===== src/rtl/sync_fifo_param_if.sv =====
// rtl/sync_fifo_param_if.sv - producer/consumer bundle for sync_fifo_param
interface sync_fifo_param_if #(
    parameter int WIDTH = 4,
    parameter int DEPTH = 8
);
    localparam int CNT_W = $clog2(DEPTH) + 1;

    logic             flush;
    logic             wr_en;
    logic [WIDTH-1:0] wr_data;
    logic             rd_en;
    logic [WIDTH-1:0] rd_data;
    logic             rd_valid;
    logic             full;
    logic             empty;
    logic             almost_full;
    logic             almost_empty;
    logic [CNT_W-1:0] count;
    logic             overflow;
    logic             underflow;
    logic             clr_err;

    modport master (
        output flush, wr_en, wr_data, rd_en, clr_err,
        input  rd_data, rd_valid, full, empty, almost_full, almost_empty,
               count, overflow, underflow
    );

    modport slave (
        input  flush, wr_en, wr_data, rd_en, clr_err,
        output rd_data, rd_valid, full, empty, almost_full, almost_empty,
               count, overflow, underflow
    );
endinterface


===== src/rtl/sync_fifo_param.sv =====
// rtl/sync_fifo_param.sv - parametrised single-clock FIFO with level flags and optional FWFT
module sync_fifo_param #(
    parameter int WIDTH    = 4,
    parameter int DEPTH    = 8,
    parameter int AF_LEVEL = 6,
    parameter int AE_LEVEL = 1,
    parameter int FWFT     = 0
) (
    input logic              clk,
    input logic              reset,
    sync_fifo_param_if.slave bus
);
    localparam int ADDR_W = $clog2(DEPTH);
    localparam int CNT_W  = ADDR_W + 1;

    logic [WIDTH-1:0]  mem [DEPTH];
    logic [ADDR_W-1:0] wptr;
    logic [ADDR_W-1:0] rptr;
    logic [CNT_W-1:0]  cnt;
    logic [CNT_W-1:0]  cnt_next;
    logic              full_r;
    logic              empty_r;
    logic              af_r;
    logic              ae_r;
    logic              ovf_r;
    logic              unf_r;
    logic              rd_acc;
    logic              wr_acc;

    // A full FIFO still takes a write when a read frees a slot in the same cycle.
    always_comb begin
        rd_acc   = bus.rd_en & ~empty_r;
        wr_acc   = bus.wr_en & (~full_r | rd_acc);
        cnt_next = cnt;
        if (wr_acc && !rd_acc) begin
            cnt_next = cnt + CNT_W'(1);
        end else if (rd_acc && !wr_acc) begin
            cnt_next = cnt - CNT_W'(1);
        end
    end

    always_ff @(posedge clk) begin
        if (reset || bus.flush) begin
            wptr    <= '0;
            rptr    <= '0;
            cnt     <= '0;
            full_r  <= 1'b0;
            empty_r <= 1'b1;
            af_r    <= 1'b0;
            ae_r    <= 1'b1;
        end else begin
            if (wr_acc) begin
                wptr <= wptr + ADDR_W'(1);
            end
            if (rd_acc) begin
                rptr <= rptr + ADDR_W'(1);
            end
            cnt     <= cnt_next;
            full_r  <= (cnt_next == CNT_W'(DEPTH));
            empty_r <= (cnt_next == '0);
            af_r    <= (cnt_next >= CNT_W'(AF_LEVEL));
            ae_r    <= (cnt_next <= CNT_W'(AE_LEVEL));
        end
    end

    // Storage is deliberately left uncleared; only pointers define its contents.
    always_ff @(posedge clk) begin
        if (!reset && !bus.flush && wr_acc) begin
            mem[wptr] <= bus.wr_data;
        end
    end

    // Sticky errors survive flush; a new error in the clr_err cycle wins.
    always_ff @(posedge clk) begin
        if (reset) begin
            ovf_r <= 1'b0;
            unf_r <= 1'b0;
        end else if (bus.flush) begin
            if (bus.clr_err) begin
                ovf_r <= 1'b0;
                unf_r <= 1'b0;
            end
        end else begin
            ovf_r <= (ovf_r & ~bus.clr_err) | (bus.wr_en & ~wr_acc);
            unf_r <= (unf_r & ~bus.clr_err) | (bus.rd_en & ~rd_acc);
        end
    end

    generate
        if (FWFT != 0) begin : g_fwft
            assign bus.rd_data  = empty_r ? '0 : mem[rptr];
            assign bus.rd_valid = ~empty_r;
        end else begin : g_reg
            logic [WIDTH-1:0] rd_data_r;
            logic             rd_valid_r;

            always_ff @(posedge clk) begin
                if (reset || bus.flush) begin
                    rd_data_r  <= '0;
                    rd_valid_r <= 1'b0;
                end else begin
                    rd_valid_r <= rd_acc;
                    if (rd_acc) begin
                        rd_data_r <= mem[rptr];
                    end
                end
            end

            assign bus.rd_data  = rd_data_r;
            assign bus.rd_valid = rd_valid_r;
        end
    endgenerate

    assign bus.count        = cnt;
    assign bus.full         = full_r;
    assign bus.empty        = empty_r;
    assign bus.almost_full  = af_r;
    assign bus.almost_empty = ae_r;
    assign bus.overflow     = ovf_r;
    assign bus.underflow    = unf_r;
endmodule

===== src/flat_wrapper.sv =====
// flat-port wrapper written by rule: the top's interface ports become plain ports
module sync_fifo_param_flat 
#(
    parameter int WIDTH    = 4,
    parameter int DEPTH    = 8,
    parameter int AF_LEVEL = 6,
    parameter int AE_LEVEL = 1,
    parameter int FWFT     = 0
)
  (clk, reset, bus_flush, bus_wr_en, bus_wr_data, bus_rd_en, bus_clr_err, bus_rd_data, bus_rd_valid, bus_full, bus_empty, bus_almost_full, bus_almost_empty, bus_count, bus_overflow, bus_underflow);
  sync_fifo_param_if #(.WIDTH(WIDTH), .DEPTH(DEPTH)) bus_i ();
  input logic clk;
  input logic reset;
  input wire logic [$bits(bus_i.flush)-1:0] bus_flush;
  input wire logic [$bits(bus_i.wr_en)-1:0] bus_wr_en;
  input wire logic [$bits(bus_i.wr_data)-1:0] bus_wr_data;
  input wire logic [$bits(bus_i.rd_en)-1:0] bus_rd_en;
  input wire logic [$bits(bus_i.clr_err)-1:0] bus_clr_err;
  output wire logic [$bits(bus_i.rd_data)-1:0] bus_rd_data;
  output wire logic [$bits(bus_i.rd_valid)-1:0] bus_rd_valid;
  output wire logic [$bits(bus_i.full)-1:0] bus_full;
  output wire logic [$bits(bus_i.empty)-1:0] bus_empty;
  output wire logic [$bits(bus_i.almost_full)-1:0] bus_almost_full;
  output wire logic [$bits(bus_i.almost_empty)-1:0] bus_almost_empty;
  output wire logic [$bits(bus_i.count)-1:0] bus_count;
  output wire logic [$bits(bus_i.overflow)-1:0] bus_overflow;
  output wire logic [$bits(bus_i.underflow)-1:0] bus_underflow;
  assign bus_i.flush = bus_flush;
  assign bus_i.wr_en = bus_wr_en;
  assign bus_i.wr_data = bus_wr_data;
  assign bus_i.rd_en = bus_rd_en;
  assign bus_i.clr_err = bus_clr_err;
  assign bus_rd_data = bus_i.rd_data;
  assign bus_rd_valid = bus_i.rd_valid;
  assign bus_full = bus_i.full;
  assign bus_empty = bus_i.empty;
  assign bus_almost_full = bus_i.almost_full;
  assign bus_almost_empty = bus_i.almost_empty;
  assign bus_count = bus_i.count;
  assign bus_overflow = bus_i.overflow;
  assign bus_underflow = bus_i.underflow;
  sync_fifo_param #(.WIDTH(WIDTH), .DEPTH(DEPTH), .AF_LEVEL(AF_LEVEL), .AE_LEVEL(AE_LEVEL), .FWFT(FWFT)) u_core (.clk(clk), .reset(reset), .bus(bus_i));
endmodule

===== config.mk =====
export PLATFORM = sky130hd
export DESIGN_NAME = sync_fifo_param_flat
export DESIGN_NICKNAME = d
export VERILOG_FILES = /design/src/rtl/sync_fifo_param_if.sv /design/src/rtl/sync_fifo_param.sv /design/src/flat_wrapper.sv
export SDC_FILE = /design/constraint.sdc
export NUM_CORES = 1
export LEC_CHECK = 0
export ABC_AREA = 0
export BUFFER_PORTS_ARGS = -buffer_cell sky130_fd_sc_hd__buf_2
export CAP_MARGIN = 20
export CORE_AREA = 2 2 69 71
export CTS_CLUSTER_DIAMETER = 200
export DETAILED_ROUTE_END_ITERATION = 10
export DIE_AREA = 0 0 71 73
export HOLD_SLACK_MARGIN = 0.15
export PLACE_DENSITY = 0.7
export RECOVER_POWER = 100
export SKIP_LAST_GASP = 1
export SLEW_MARGIN = 20
export SYNTH_ARGS = -nofsm -noshare
export SYNTH_HDL_FRONTEND = slang
export SYNTH_SLANG_ARGS = --single-unit

===== constraint.sdc =====
create_clock -name clk -period 2.2 [get_ports clk]
set_clock_uncertainty 0.15 [all_clocks]
set_input_delay 0.55 -clock clk [delete_from_list [all_inputs] [get_ports clk]]
set_output_delay 0.55 -clock clk [all_outputs]
set_load 0.01 [all_outputs]

==> metrics.yaml, run 1 <==
outcome: "finished, final reports clean"
p_int_uw: 1340
switchingPower_uw: 384
postRouteAntennaNets: 0
clk_path_buf_depth: 2
finalSetupTns_ns: 0
clock-sinks: 53
cts-resized-gates: 0
fp-row-count: 25
leakage_uw: 0.000839
p_seq_share_pct: 62.5
synthArstFlopShare_pct: 0
drtIter0Drc: 90
post-cts-setup-buffers: 0
synth_seq_area_share_pct: 63.6
portBuffers: 24
yosys_register_bits: 53
nNetsFinal: 211
maxSlewViolCount: 0
wl_um: 3950
gp_congestion: 0.886
tightest_slew_ns: 0.711
p_sw_share_pct: 22.3
hold_class: "input port to register"
initial_core_util_pct: 47.9
cp-end-kind: "register"
drc_errors: 0
finalHoldViolations: 0
crit_path_cell_trace: "or3b_1 > or4_1 > o21ai_1 > mux2i_2 > and3_1"
drive_gt1_share_pct: 18.2
synth.distinct_cells: 37
cts_buffers: 5
dr.pass1.iters: 4
via_per_inst: 5.44
hold_buffers: 0
coreArea_sq_mm: 0.00454
clkTransAtPathRegs_ns: 0.08
maxCapViolCount: 0
timing.fmax_mhz: 488
crit_type: "register to register"
vias: 1372
grt_pass1_wl_um: 6310
grt_antenna_before_repair: 0
slew_headroom_pct: 52.6
grt_use_met1_pct: 20.1
multi_input_area_sq_um: 756
pwr-share-comb_pct: 6.7
worst_ep_arrival_time_ns: 2.14
use_met3_pct: 4.70
die_h_um: 73
path_max_fanout: 6
seq_area_sq_mm: 0.00138
p_clk_share_pct: 30.8
grt_busiest_layer: "met2"
crit_family: "simple AND/OR/NAND/NOR gates"
critPathMaxStageDelay_ns: 0.42
synth_flop_cell: "edfxtp_1"
antennaDiodeCount: 0
synth_enable_flop_cells: 32
finalSetupViolCount: 0
die_area_sq_mm: 0.00518
wire_per_inst_um: 15.7
rsz0062_at_grt: "false"
cts_tree: "built"
ir_worst_vdd_mv: 0.301
syn-instance-count: 156
slowest_stage: "or3b_1"
synth_nets: 170
h-tree-depth: 2
netlist_area_sq_mm: 0.00217
min_period_ns: 2.05
crit_required_ns: 2.30
fin_ws_ns: 0.151
start_kind: "register"
dpl_worst_slack_ns: -0.0841
worstSkewPairLatency_ns: 0.30
grt_start_max_net_pins: 17
avgSynthCellArea_sq_um: 13.9
fill_cells: 374
io_pins: 25
grt-ovfl-total: 0
syn2layout_area_growth_pct: 14.7
critPathBufInv: 0
synth_warnings: 0
die_w_um: 71
period_share_pct: 93.1
power_uw: 1720
grt.met2_usage_pct: 26.6
dp_hpwl_um: 2950
cts_root_buffer: "clkbuf_8"
power_per_cell_area_mw_per_mm2: 692
grt_usage_pct: 16.1
first_global_vias: 1364
## per-layer routing
metal,vias to the layer above,part of all wire (%)
li1,659,-
met1,662,42
met2,45,50
met3,6,6.9
met4,0,1.5
met5,-,0
## sequential cells by signal, indices dropped and copies added (netlist names)
| register | cells |
|---|---|
| u_core.bus.almost_full | 1 |
| u_core.bus.full | 1 |
| u_core.bus.almost_empty | 1 |
| u_core.rptr | 3 |
| u_core.bus.rd_valid | 1 |
| u_core.bus.underflow | 1 |
| u_core.bus.count | 4 |
| u_core.wptr | 3 |
| u_core.mem | 32 |
| u_core.bus.rd_data | 4 |
| u_core.bus.overflow | 1 |
| u_core.bus.empty | 1 |
## synth_stat cells (5+ instances only)
| cell type | count | area [sq um] |
|---|---|---|
| a21oi_1 | 7 | 35.0 |
| clkbuf_1 | 5 | 18.8 |
| dfxtp_1 | 21 | 420 |
| edfxtp_1 | 32 | 961 |
| mux2i_1 | 7 | 70.1 |
| mux4_2 | 8 | 180 |
| nand2_1 | 8 | 30.0 |
| nor2_1 | 16 | 60.1 |
| xnor2_1 | 5 | 43.8 |
## cell type report
| cell class | count | area share, % |
|---|---|---|
| Sequential cell | 53 | 55.4 |
| Multi-Input combinational cell | 95 | 30.3 |
| Timing Repair Buffer | 40 | 7.78 |
| Clock buffer | 6 | 2.91 |
| Tap cell | 54 | 2.71 |
| Clock inverter | 2 | 0.552 |
| Inverter | 2 | 0.301 |
## logic make-up (layout without fill, tap and decap cells)
logic type	Yosys count	after routing	synth area share (%)
multiplexers	17	17	12.7
AND/OR/NAND/NOR	49	49	11.6
XOR/XNOR	8	8	3.23
flip-flops	53	53	63.6
adder cells (fa/ha/maj)	4	4	2.30
AO/OA/AOI/OAI	17	17	5.13
buffers and inverters	8	50	1.44
## stage by stage
stage	area (sq um)	util [%]	hold WS, ns	instances
2_1_floorplan	2180	-	0.333	156
3_3_place_gp	2470	54.4	0.304	244
5_1_grt	2490	55.0	0.302	252
6_report	2490	55.0	0.297	252
4_1_cts	2550	56.3	0.287	252
3_5_place_dp	2470	54.4	0.307	244
## power groups by stage
stage                     registers (uW)  logic (uW)  clock network [uW]
final                               1080         116                 532
after global routing                1080         128                 579
after CTS                           1080         125                 549
after detailed placement            1100         124                   0
after global placement              1100         120                   0
after floorplan                     1100        66.9                   0
## placed cells by master, fill, tap and decap left out, types with 2 or more instances in the layout
master / instances
xor2_1: 3
nor3_1: 3
inv_1: 2
nor2b_1: 2
nand3_1: 2
a21oi_1: 7
clkbuf_8: 5
clkbuf_1: 24
nand2b_1: 4
or3_1: 2
ha_1: 4
nand3b_1: 2
xnor2_1: 5
o21ai_0: 4
edfxtp_1: 32
nor2_1: 16
mux4_2: 8
clkbuf_2: 4
buf_2: 4
mux2i_1: 7
buf_4: 8
dfxtp_1: 21
nand2_1: 8
## path summary, 6_finish.rpt
path,start,to,slack (ns),cells after the start
worst min-delay path,reset,u_core.bus.underflow$_SDFFE_PP0P_,0.30,2
worst min register to register,u_core.bus.overflow$_SDFFE_PP0P_,u_core.bus.overflow$_SDFFE_PP0P_,0.32,2
worst max register to register,u_core.bus.empty$_SDFF_PP1_,u_core.bus.full$_SDFF_PP0_,0.15,5
worst max-delay path,u_core.bus.empty$_SDFF_PP1_,u_core.bus.full$_SDFF_PP0_,0.15,5
Note: power is estimated with default switching activity, not from simulation.
==> run 2: changes to the inputs <==
--- a/config.mk
+++ b/config.mk
@@ -8,10 +8,10 @@
 export ABC_AREA = 0
 export BUFFER_PORTS_ARGS = -buffer_cell sky130_fd_sc_hd__buf_2
 export CAP_MARGIN = 20
-export CORE_AREA = 2 2 69 71
+export CORE_AREA = 2 2 79 62
 export CTS_CLUSTER_DIAMETER = 200
 export DETAILED_ROUTE_END_ITERATION = 10
-export DIE_AREA = 0 0 71 73
+export DIE_AREA = 0 0 81 64
 export HOLD_SLACK_MARGIN = 0.15
 export PLACE_DENSITY = 0.7
 export RECOVER_POWER = 100
==> run 2 against run 1 <==
- wire length barely moved
- cell count rose by 0.79%
- global-route usage rose by 0.77 points
- flip-flop and latch count did not move
- clock power fell by 3.9%
- design area fell by 0.90%
- die area barely moved
- critical path depth did not move
- via count barely moved
- sequential power barely moved
- first-iteration DRC count fell by 14%
- non-clock buffer count fell by 1
- largest cell class unchanged
- highest routed layer unchanged
==> metrics.yaml, run 2 (same netlist as run 1, synthesis figures left out) <==
outcome: "finished, final reports clean"
clkTransAtPathRegs_ns: 0.09  # about the same
drc_errors: 0  # unchanged
coreArea_sq_mm: 0.00436  # -3.8%
first_global_vias: 1391  # +2.0%
layout_commonest_cell: "edfxtp_1"
worstSkewPairLatency_ns: 0.30  # about the same
die_h_um: 64  # -12%
worst_ep_arrival_time_ns: 2.18  # +0.04 ns
use_met3_pct: 3.81  # -0.88 points
final_cells: 254  # +0.79%
switchingPower_uw: 364  # -5.3%
maxSlewViolCount: 0  # unchanged
nNetsFinal: 210  # -0.47%
cts-resized-gates: 0  # unchanged
finalHoldViolations: 0  # unchanged
clock-sinks: 53  # unchanged
dp_hpwl_um: 3010  # +2.0%
die_w_um: 81  # +14%
min_period_ns: 2.08  # +0.0305 ns
grt_pass1_wl_um: 6310  # unchanged
fin_hold_ws_ns: 0.295  # -0.00155 ns
reg2reg_to: "u_core.bus.full$_SDFF_PP0_"
worstReg2RegStart: "u_core.bus.empty$_SDFF_PP1_"
pwr-share-comb_pct: 6.7  # about the same
wl_um: 3960  # about the same
syn2layout_area_growth_pct: 13.7
postRouteAntennaNets: 0  # unchanged
ir_worst_vdd_mv: 0.311  # +3.2%
crit_required_ns: 2.30  # about the same
rsz0062_at_grt: "false"
p_sw_share_pct: 21.4  # -0.90 points
grt.met2_usage_pct: 26.5  # -0.034 points
slew_headroom_pct: 68.4  # +16 points
maxCapViolCount: 0  # unchanged
power_uw: 1700  # -1.3%
seq_area_sq_mm: 0.00138  # unchanged
finalSetupViolCount: 0  # unchanged
timing.fmax_mhz: 481  # -1.5%
drtIter0Drc: 77  # -14%
post-cts-setup-buffers: 0  # unchanged
cts_tree: "built"
cts_buffers: 5  # unchanged
p_clk_share_pct: 30.0  # -0.8 points
fill_cells: 392  # +4.8%
multi_input_area_sq_um: 759  # +0.50%
path_max_fanout: 6  # unchanged
reg2reg_slack_ns: 0.12  # -0.03 ns
clk_path_buf_depth: 2  # unchanged
dp.cells: 246  # +0.82%
start_kind: "register"
wire_per_inst_um: 15.6  # -0.71%
tightest_slew_ns: 0.473  # -0.238 ns
worstSetupEndpoint: "u_core.bus.full$_SDFF_PP0_"
p_int_uw: 1340  # -0.16%
h-tree-depth: 2  # unchanged
largest_register_ffs: 32  # unchanged
crit_type: "register to register"
grt-ovfl-total: 0  # unchanged
via_per_inst: 5.41  # -0.72%
hold_class: "input port to register"
cts_root_buffer: "clkbuf_8"
leakage_uw: 0.000807  # -3.8%
die_area_sq_mm: 0.00518  # about the same
io_pins: 25  # unchanged
p_seq_share_pct: 63.2  # +0.7 points
drive_gt1_share_pct: 15.2  # -3.0 points
worst_r2r_path_depth: 5  # unchanged
dr.pass1.iters: 5  # +1
gp_congestion: 0.883  # -0.36%
grt_usage_pct: 16.8  # +0.77 points
portBuffers: 24  # unchanged
crit_start: "u_core.bus.empty$_SDFF_PP1_"
antennaDiodeCount: 0  # unchanged
grt_start_max_net_pins: 16  # -1
initial_core_util_pct: 49.8  # +1.9 points
grt_antenna_before_repair: 0  # unchanged
period_share_pct: 94.5  # +1.4 points
mostFrequentLayoutCells: "edfxtp_1, clkbuf_1, dfxtp_1"
vias: 1373  # +0.073%
cp-end-kind: "register"
fp-row-count: 21  # -16%
grt_use_met1_pct: 22.5  # +2.4 points
power_per_cell_area_mw_per_mm2: 689  # -0.40%
max_flop_register: "u_core.mem"
hold_buffers: 0  # unchanged
grt_busiest_layer: "met2"
hold_depth: 2  # unchanged
run 2: metal layers:
metal	share of wire, %	vias to the layer above
met5	0	-
met1	47	665
met3	6.3	7
met2	45	40
met4	1.6	0
li1	-	661
run 2: critical path: stages (launching register included):
cell     delay (ns)
dfxtp_1        0.37
or3b_1         0.43
or4_1          0.43
o21ai_2        0.10
mux2i_2        0.35
and3_1         0.20
run 2: worst min path at each step:
stage                                      startpoint  slack, ns                                 to
floorplan            u_core.bus.overflow$_SDFFE_PP0P_       0.33   u_core.bus.overflow$_SDFFE_PP0P_
global placement    u_core.bus.underflow$_SDFFE_PP0P_       0.30  u_core.bus.underflow$_SDFFE_PP0P_
detailed placement   u_core.bus.overflow$_SDFFE_PP0P_       0.31   u_core.bus.overflow$_SDFFE_PP0P_
CTS                                             reset       0.29   u_core.bus.overflow$_SDFFE_PP0P_
global route                                    reset       0.30   u_core.bus.overflow$_SDFFE_PP0P_
finish                                          reset       0.30   u_core.bus.overflow$_SDFFE_PP0P_
run 2: metrics by stage:
step	setup slack, ns	setup TNS [ns]	util (%)	cell area, sq um
global route	0.0412	0	56.6	2470
detailed placement	-0.0987	-0.272	56.5	2460
CTS	0.134	0	58.4	2550
floorplan	0.0751	0	-	2180
finish	0.121	0	56.6	2470
global placement	-0.0477	-0.0518	56.5	2460
run 2: power groups by stage:
stage               Combinational (uW)  Sequential (uW)  Clock, uW
floorplan                         66.9             1100          0
global placement                   119             1100          0
detailed placement                 123             1100          0
CTS                                123             1080        528
global route                       127             1080        563
finish                             115             1080        511
run 2: area by class of cell:
type | instances | area share (%)
clock buffer | 7 | 3.09
clock inverter | 1 | 0.304
inverter | 2 | 0.304
multi-input combinational | 95 | 30.7
sequential | 53 | 55.9
tap | 57 | 2.89
timing repair buffer | 39 | 6.74
